===== src/rtl/double_dabble_bin2bcd_control.sv =====
// Sequencing FSM for the double-dabble BIN->BCD datapath: load, per-digit add-3, shift,
// latch and a held result handshake, with shadow counters cross-checking the datapath flags.
package double_dabble_bin2bcd_pkg;
  function automatic int get_num_digits(input longint unsigned value);
    int n;
    longint unsigned v;
    n = 0;
    v = value;
    while (v != 0) begin
      n++;
      v = v / 10;
    end
    return n;
  endfunction
endpackage

module double_dabble_bin2bcd_control #(
  parameter int WIDTH       = 4,
  parameter int NUM_DIGITS  = double_dabble_bin2bcd_pkg::get_num_digits(64'd1 << WIDTH),
  parameter bit CHECK_PARAM = 1'b1
) (
  input  logic clk,
  input  logic rst_n,
  input  logic start,
  output logic start_ready,
  input  logic abort,
  output logic out_valid,
  input  logic out_ready,
  output logic error,
  input  logic loops_done,
  input  logic digits_done,
  output logic en_input_reg,
  output logic rst_bcd_reg_n,
  output logic loop_count_rst_n,
  output logic digit_index_rst_n,
  output logic bcd_add,
  output logic digit_index_en,
  output logic shift_bin,
  output logic shift_bcd,
  output logic loop_count_en,
  output logic done
);

  if (CHECK_PARAM && (WIDTH < 1 || NUM_DIGITS < 1)) begin : g_param_check
    $fatal(1, "double_dabble_bin2bcd_control: WIDTH and NUM_DIGITS must be >= 1");
  end

  localparam int LW = (WIDTH > 1) ? $clog2(WIDTH) : 1;
  localparam int DW = (NUM_DIGITS > 1) ? $clog2(NUM_DIGITS) : 1;
  localparam logic [LW-1:0] LOOP_LAST = LW'(WIDTH - 1);
  localparam logic [DW-1:0] DIG_LAST  = DW'(NUM_DIGITS - 1);

  typedef enum logic [5:0] {
    S_IDLE  = 6'b000001,
    S_LOAD  = 6'b000010,
    S_ADD   = 6'b000100,
    S_SHIFT = 6'b001000,
    S_DONE  = 6'b010000,
    S_VALID = 6'b100000
  } state_e;

  localparam int unsigned I_IDLE  = 0;
  localparam int unsigned I_LOAD  = 1;
  localparam int unsigned I_ADD   = 2;
  localparam int unsigned I_SHIFT = 3;
  localparam int unsigned I_DONE  = 4;
  localparam int unsigned I_VALID = 5;

  state_e          state_q, state_d;
  logic            error_q, error_d;
  logic [LW-1:0]   loop_q, loop_d;
  logic [DW-1:0]   dig_q, dig_d;
  logic            dig_last, loop_last;

  assign dig_last  = (dig_q == DIG_LAST);
  assign loop_last = (loop_q == LOOP_LAST);

  always_ff @(posedge clk or negedge rst_n) begin
    if (!rst_n) begin
      state_q <= S_IDLE;
      error_q <= 1'b0;
      loop_q  <= '0;
      dig_q   <= '0;
    end else begin
      state_q <= state_d;
      error_q <= error_d;
      loop_q  <= loop_d;
      dig_q   <= dig_d;
    end
  end

  // A phase ends on either the datapath flag or the shadow count, so a faulty flag cannot hang the FSM.
  always_comb begin
    state_d = state_q;
    error_d = error_q;
    loop_d  = loop_q;
    dig_d   = dig_q;
    case (state_q)
      S_IDLE: begin
        if (start) state_d = S_LOAD;
      end
      S_LOAD: begin
        loop_d  = '0;
        dig_d   = '0;
        state_d = S_ADD;
      end
      S_ADD: begin
        if (digits_done || dig_last) begin
          dig_d   = '0;
          state_d = S_SHIFT;
          if (digits_done != dig_last) error_d = 1'b1;
        end else begin
          dig_d = dig_q + 1'b1;
        end
      end
      S_SHIFT: begin
        loop_d = loop_q + 1'b1;
        if (loops_done != loop_last) error_d = 1'b1;
        state_d = (loops_done || loop_last) ? S_DONE : S_ADD;
      end
      S_DONE:  state_d = S_VALID;
      S_VALID: begin
        if (out_ready) state_d = S_IDLE;
      end
      default: state_d = S_IDLE;
    endcase
    if (abort) state_d = S_IDLE;
  end

  assign start_ready       = state_q[I_IDLE];
  assign en_input_reg      = start & start_ready;
  // Datapath resets come straight off the LOAD flop so they cannot glitch.
  assign rst_bcd_reg_n     = ~state_q[I_LOAD];
  assign loop_count_rst_n  = ~state_q[I_LOAD];
  assign digit_index_rst_n = ~state_q[I_LOAD];
  assign bcd_add           = state_q[I_ADD];
  assign digit_index_en    = state_q[I_ADD];
  assign shift_bin         = state_q[I_SHIFT];
  assign shift_bcd         = state_q[I_SHIFT];
  assign loop_count_en     = state_q[I_SHIFT];
  assign done              = state_q[I_DONE] & ~abort;
  assign out_valid         = state_q[I_VALID];
  assign error             = error_q;

endmodule


===== config.mk =====
export PLATFORM = sky130hd
export DESIGN_NAME = double_dabble_bin2bcd_control
export DESIGN_NICKNAME = d
export VERILOG_FILES = /design/src/rtl/double_dabble_bin2bcd_control.sv
export SDC_FILE = /design/constraint.sdc
export NUM_CORES = 1
export LEC_CHECK = 0
export CORE_MARGIN = 8
export CORE_UTILIZATION = 48
export DETAILED_ROUTE_END_ITERATION = 16
export PLACE_DENSITY = 0.85
export SYNTH_ARGS = -nofsm -noshare
export SYNTH_HDL_FRONTEND = slang
export SYNTH_SLANG_ARGS = --single-unit

===== constraint.sdc =====
create_clock -name clk -period 4.3 [get_ports clk]
set_input_delay 0.86 -clock clk [delete_from_list [all_inputs] [get_ports clk]]
set_output_delay 0.86 -clock clk [all_outputs]
set_load 0.01 [all_outputs]

==> summary by stage, run 1 <==
Status
The run finished with clean final reports.

Logic synthesis
The proportion of synthesized chip area in sequential cells is 0.389. The cell area after synthesis is 647 µm². After synthesis, the largest family of logic cells by area is simple AND/OR/NAND/NOR gates. The multiplexer area fraction after synthesis is 0. Yosys printed 0 warnings. Of the total synthesized cell area, the portion taken by XOR and XNOR cells is 0.0135. The average cell area after synthesis is 9.11 µm².

The simple-gate portion of the synthesized area is 0.292. Synthesis produced a netlist with a net count of 81. After synthesis, the netlist uses 33 different library cells.

Synthesis produced a netlist whose cell count is 71. The synthesized design contains 10 register bits. Of the total synthesized cell area, the portion taken by full adders, half adders and majority gates is 0.0580. The complex-gate fraction of the synthesized area came to 0.112.

Floorplan
The core region is 0.00128 mm². The floorplan has 13 rows. The count of boundary I/O pins is 20. The floorplan step set the die height to 52.7 µm.

The floorplan step defined a die boundary enclosing 0.00278 mm². The die width is 52.7 µm. For this configuration, the core starts out at a cell density of 0.503.

Power
The switching part of the total is 0.264. For this design the total switching power over the nets is 0.0652 mW. The relative contribution of combinational cells to total power is 0.209. In this run the power density over the cells is 296 mW/mm².

The maximum resistive drop on vdd is 0.246 mV. Of the total power, the clock network draws 0.346. The standby leakage power is 0.359 nW.

The internal power contribution is 0.182 mW. The design draws 0.247 mW. The share of total power dissipated in sequential elements is 0.445.

Critical path
The number of buffers and inverters on the critical path is 2. Among the stages of the critical path, the cell type that occurs most often is sky130_fd_sc_hd__clkdlybuf4s50_1. The critical path goes through clkdlybuf4s50_1, nor2b_1, clkdlybuf4s50_1. The endpoint kind of the worst setup timing path is an output port. The maximum fanout along the worst path is 8. The required time of the critical path is 3.44 ns. The data arrival at the endpoint of the critical path is 2.13 ns.

The family with the most delay on the worst path is buffers and inverters. The worst setup path is of the input port to output port kind. For this design, the slowest cell found on the critical path is sky130_fd_sc_hd__clkdlybuf4s50_1.

The setup slack on the worst flop-to-flop path is 2.68 ns. The peak per-stage delay on the critical path is 0.55 ns. The worst setup path is launched from an input port.

Final layout
The synthesis-to-layout area growth is 29.0%. The library cells used most frequently in the layout, excluding fill and tap cells, are sky130_fd_sc_hd__clkdlybuf4s50_1 (19), sky130_fd_sc_hd__dfrtp_1 (9), sky130_fd_sc_hd__inv_1 (8). The final layout contains 97 nets.

The final standard cell utilization of the core is 0.649. Of the cells placed in the final design, the portion with a size suffix greater than 1 is 0.0930. 0 antenna diodes ended up in the layout. The library cell used most frequently in the layout, excluding fill and tap cells, is sky130_fd_sc_hd__clkdlybuf4s50_1.

STA
The number of max-slew violations in the final report is 0. Setup repair after global routing left no endpoint under its margin. The final sum of negative setup slack is 0 ns. The clock period minus worst slack is 2.99 ns. In the finished design, the share of the clock period the worst path needs comes to 0.696. For the pin with the worst max-slew slack, the measured transition is 0.474 ns. The final-report hold violation count is 0. The maximum clock frequency is 334 MHz. Setup violations remaining at the end of the flow were counted as 0.

The clock arrives with 0.00226 ns of skew. The relative max-transition margin is 0.679.

Drt
The first TritonRoute pass finished after 4 iterations. The violation count after the first detailed-routing iteration is 18. The routed layout has 567 vias. The count of nets left with antenna violations once routing finished came out at 0. In the final routed layout, each cell accounts on average for 14.2 µm.

The DRC violations left is 0. The total wirelength of the detailed-routed design is 1430 µm. The average vias per placed instance is 5.61.

Clock network
The number of post-CTS setup repair buffers is 0. The cts-stage hold buffer count is 0. No sink is reached through more buffers than the 2 on the longest clock path. The root buffer cell is sky130_fd_sc_hd__clkbuf_4. The count of cells resized by post-cts repair is 0. The maximum level of the CTS H-tree is 1.

After clock tree synthesis, the clock-pin slew on the worst setup and hold paths is 0.07 ns. The CTS tree is yes. The clock latency at the later pin of the worst-skew pair is 0.27 ns. Clock tree synthesis found a total of 10 sinks. The number of buffers created by CTS is 3.

Placed design
The count of buffers added on input and output ports is 19. The routability-driven placement congestion ratio is 0.787. The post-DP HPWL is 1060 µm.

Global routing
The via count of the first global-routing pass is 559. In the global route stage, overall resource usage came out at 0.107. Entering global routing, the biggest net connects 14 pins. The number of antenna violations at the first check in global routing was 0.

The remaining global-route overflow is 0. The first global-routing pass estimated 2270 µm of wire.

Run
The count of max-cap constraint violations is 0.

Min path
The type of the most critical hold path is flip-flop to flip-flop.
power by group through the flow:
| stage | Clock [mW] | Sequential, mW | Combinational, mW |
|---|---|---|---|
| 6_report | 0.0856 | 0.110 | 0.0516 |
| 5_1_grt | 0.0892 | 0.111 | 0.0576 |
| 4_1_cts | 0.0866 | 0.110 | 0.0523 |
| 3_5_place_dp | 0 | 0.112 | 0.0519 |
| 3_3_place_gp | 0 | 0.111 | 0.0513 |
| 2_1_floorplan | 0 | 0.111 | 0.0293 |
flip-flops by register name, summed over array words and instances (netlist names):
register	cells
state_q	6
loop_q	2
dig_last	1
error	1
per-stage QoR:
stage	instance area [µm²]	cells	hold slack, ns	setup WS (ns)
after floorplan	647	71	0.467	2.21
after global placement	798	97	0.464	1.32
after detailed placement	798	97	0.486	1.33
after CTS	835	101	0.501	1.31
after global routing	835	101	0.523	1.23
final	835	101	0.499	1.31
cell usage after synthesis (all sizes together):
| master | n | area (µm²) |
|---|---|---|
| o21ai | 4 | 20.0 |
| nand4 | 1 | 6.26 |
| a31oi | 2 | 12.5 |
| nor4 | 2 | 12.5 |
| dfrtp | 9 | 225 |
| nand4b | 2 | 17.5 |
| buf | 7 | 53.8 |
| and2 | 1 | 6.26 |
| dfstp | 1 | 26.3 |
| o21bai | 1 | 7.51 |
| o211a | 1 | 10.0 |
| nand3 | 6 | 35.0 |
| or3 | 1 | 11.3 |
| o211ai | 1 | 7.51 |
| o21a | 1 | 7.51 |
| nor3b | 1 | 7.51 |
| nand2 | 1 | 3.75 |
| nor3 | 2 | 15.0 |
| xor2 | 1 | 8.76 |
| inv | 8 | 30.0 |
| nor2 | 6 | 22.5 |
| or4 | 2 | 15.0 |
| nor2b | 2 | 12.5 |
| nor4b | 2 | 17.5 |
| a211oi | 1 | 7.51 |
| clkbuf | 1 | 3.75 |
| ha | 3 | 37.5 |
| nand2b | 1 | 6.26 |
worst paths after layout:
| path | start | endpoint | depth (start not counted) |
|---|---|---|---|
| max | abort | done | 3 |
| min | error$_DFFE_PN0P_ | error$_DFFE_PN0P_ | 1 |
| max reg2reg | state_q[1]$_DFFE_PN0P_ | dig_last$_DFFE_PN0P_ | 4 |
| min reg2reg | error$_DFFE_PN0P_ | error$_DFFE_PN0P_ | 1 |
| max in group asynchronous | rst_n | state_q[0]$_DFFE_PN1P_ | 1 |
| min in group asynchronous | rst_n | state_q[4]$_DFFE_PN0P_ | 1 |
layer usage:
layer,global-route usage,vias up,wire (µm)
met5,0,-,0
met4,0.0733,0,31
met3,0.0256,5,153
met2,0.182,27,668
met1,0.114,260,576
li1,-,275,-
logic make-up after synthesis:
| family | Yosys count |
|---|---|
| simple gates | 30 |
| buf+inv | 16 |
| compound gates | 11 |
| flops | 10 |
| fa+ha+maj | 3 |
| xor+xnor | 1 |
final cells by class:
class	count	area [µm²]
Timing Repair Buffer	19	190
Inverter	8	30.0
Multi-Input combinational cell	45	308
Clock buffer	4	36.3
Tap cell	15	18.8
Sequential cell	10	251
Fill cell	111	450
Note: power is estimated with default switching activity, not from simulation.
==> inputs of run 2 (changes only) <==
Settings changed: CORE_UTILIZATION 48 to 40, PLACE_DENSITY 0.85 to 0.76.
Clock period 4.3 ns to 2.52 ns, I/O delays scaled along.
==> run 2 against run 1 <==
Effect of this change: global-route usage is 1.4 points lower; register-to-register slack got worse by 1.8 ns; core utilization decreased by 9.6 points; flip-flop and latch count unchanged; design area down 0.15%; wire length rose by 1.6%; clock-buffer cell count unchanged; power grew 60%; critical path depth is the same; highest routed layer unchanged; die area grew 14%; first-iteration DRC count shrank 11%.
==> summary by stage, run 2 (synthesis results as in run 1) <==
Status
The flow ran to the end, and the final reports show no timing, DRC or antenna violations.

STA
The final-report hold violation count is 0. The maximum clock frequency is 466 MHz. The number of max-slew violations in the final report is 0. The worst pin sits at a relative slew slack of 0.691.

Setup repair after global routing left no endpoint under its margin. Counting I/O delays and the setup requirement, the final critical path takes 2.15 ns. The final critical-path share of the clock period is 0.852. At the pin with the least slew margin, the transition time is 0.462 ns.

Between clock sinks in the finished design, the worst skew comes to 0.0113 ns. The final sum of negative setup slack is 0 ns. Setup violations remaining at the end of the flow were counted as 0.

The worst hold slack is 0.479 ns. The worst setup margin is 0.372 ns.

Final layout
The library cell used most frequently in the layout, excluding fill and tap cells, is sky130_fd_sc_hd__clkdlybuf4s50_1. The number of nets in the final layout is 98. The register with the most flip-flops in the layout has 6 of them.

The largest registers in the layout are state_q x6, loop_q x2. The non-filler instance count after layout is 103. The repair_antennas step left the layout with diodes totalling 0. In the layout the commonest cells are sky130_fd_sc_hd__clkdlybuf4s50_1 (19), sky130_fd_sc_hd__dfrtp_1 (9), sky130_fd_sc_hd__inv_1 (8).

Of the cells placed in the final design, the portion with a size suffix greater than 1 is 0.0920. The largest register by flop count is state_q. The final standard cell utilization of the core is 0.553. Compared with the post-synthesis result, the final layout area differs by 28.8%.

The final design instance area without fill is 833 µm².

Critical path
The maximum fanout along the worst path is 3. The required time of the critical path is 2.02 ns. The endpoint kind of the worst setup timing path is an output port.

The worst setup path is launched from an input port. The kind of critical path is input port to output port. The data arrival at the endpoint of the critical path is 1.64 ns.

Min path
The type of the most critical hold path is flip-flop to flip-flop.

Placed design
The congestion estimate from routability-driven global placement came to 0.757. The number of placed cells counting well taps is 99. The number of buffers added on ports is 19. Before CTS, the worst setup slack after placement is 0.372 ns. In this run the cell area measured after placement is 807 µm².

The wire-length estimate of the detail-placed layout is 1150 µm.

Floorplan
The y dimension of the die is 56.2 µm. The floorplan step defined a die boundary enclosing 0.00316 mm². Measured along the x axis, the die boundary spans 56.2 µm.

The standard-cell row count is 14. The initial core utilization is 0.429. 20 I/O pins were placed. The region available for standard cell placement spans 0.00151 mm².

Global routing
The remaining global-route overflow is 0. The global-route wire length before repair is 2400 µm. Entering global routing, the biggest net connects 14 pins.

The number of antenna violations at the first check in global routing is 0. The via count of the first global-routing pass is 526. For this run, the total global-route usage over all layers was measured as 0.0934.

Drt
The routed design has 1450 µm of wire. In this run the remaining antenna-violating nets after routing total 0. In the final routed layout, each cell accounts on average for 14.1 µm. In the routed design, unresolved DRC markers number 0. Across all layers, the routed design uses 563 vias. The violation count after the first detailed-routing iteration is 16. The average vias per placed instance is 5.47.

The count of TritonRoute iterations in the first routing pass is 4.

Clock network
The number of buffers created by CTS is 3. CTS saw 10 sinks. The cts-stage hold buffer count is 0. The clock latency at the later pin of the worst-skew pair is 0.27 ns. Post-CTS timing repair inserted 0 buffers for setup. The maximum level of the CTS H-tree is 1.

The maximum buffer depth of the clock tree is 2. The root buffer cell is sky130_fd_sc_hd__clkbuf_4. TritonCTS built the clock tree. Clock-pin slew was measured on the worst setup and hold paths at 0.08 ns. The count of cells resized by post-cts repair is 0.

Power
The power per cell area is 474 mW/mm². The total chip power is 0.395 mW. The analysis attributes to cell leakage a power of 0.358 nW. The maximum resistive drop on vdd is 0.226 mV.

Run
The count of max-cap constraint violations is 0.
-- run 2: changes by cell type in the layout (fill, tap and decap cells not counted) --
cell / change
sky130_fd_sc_hd__clkbuf_1: +1
sky130_fd_sc_hd__clkbuf_8: -1
sky130_fd_sc_hd__buf_4: +1
-- run 2: worst max-delay path, stage by stage --
cell                              delay, ns
sky130_fd_sc_hd__clkdlybuf4s50_1       0.48
sky130_fd_sc_hd__and2_1                0.13
sky130_fd_sc_hd__clkdlybuf4s50_1       0.53
-- run 2: path summary, 6_finish.rpt --
kind	startpoint	end	slack [ns]	depth (start not counted)
max in group asynchronous	rst_n	state_q[0]$_DFFE_PN1P_	1.62	1
min	error$_DFFE_PN0P_	error$_DFFE_PN0P_	0.48	1
max reg2reg	state_q[1]$_DFFE_PN0P_	dig_last$_DFFE_PN0P_	0.91	4
max	start	en_input_reg	0.37	3
min reg2reg	error$_DFFE_PN0P_	error$_DFFE_PN0P_	0.48	1
min in group asynchronous	rst_n	dig_last$_DFFE_PN0P_	0.55	1
-- run 2: routing by layer --
metal  part of all wire  global-route usage  vias to the layer above
met3              0.092              0.0502                        2
met5                  0                   0                        -
met4              0.011              0.0515                        0
li1                   -                   -                      280
met1               0.41              0.0871                      264
met2               0.49               0.158                       17
-- run 2: final cells by class --
class                      instances  area, µm²
clock buffer                       4       26.3
fill                             136        673
inverter                           8       30.0
multi-input combinational         45        308
sequential                        10        251
tap                               16       20.0
timing repair buffer              20        198
-- run 2: power breakdown --
group / switching (mW) / internal [mW] / leakage, nW
Combinational: 0.0392 / 0.0490 / 0.211
Sequential: 0.0131 / 0.175 / 0.132
Clock: 0.0583 / 0.0612 / 0.0150
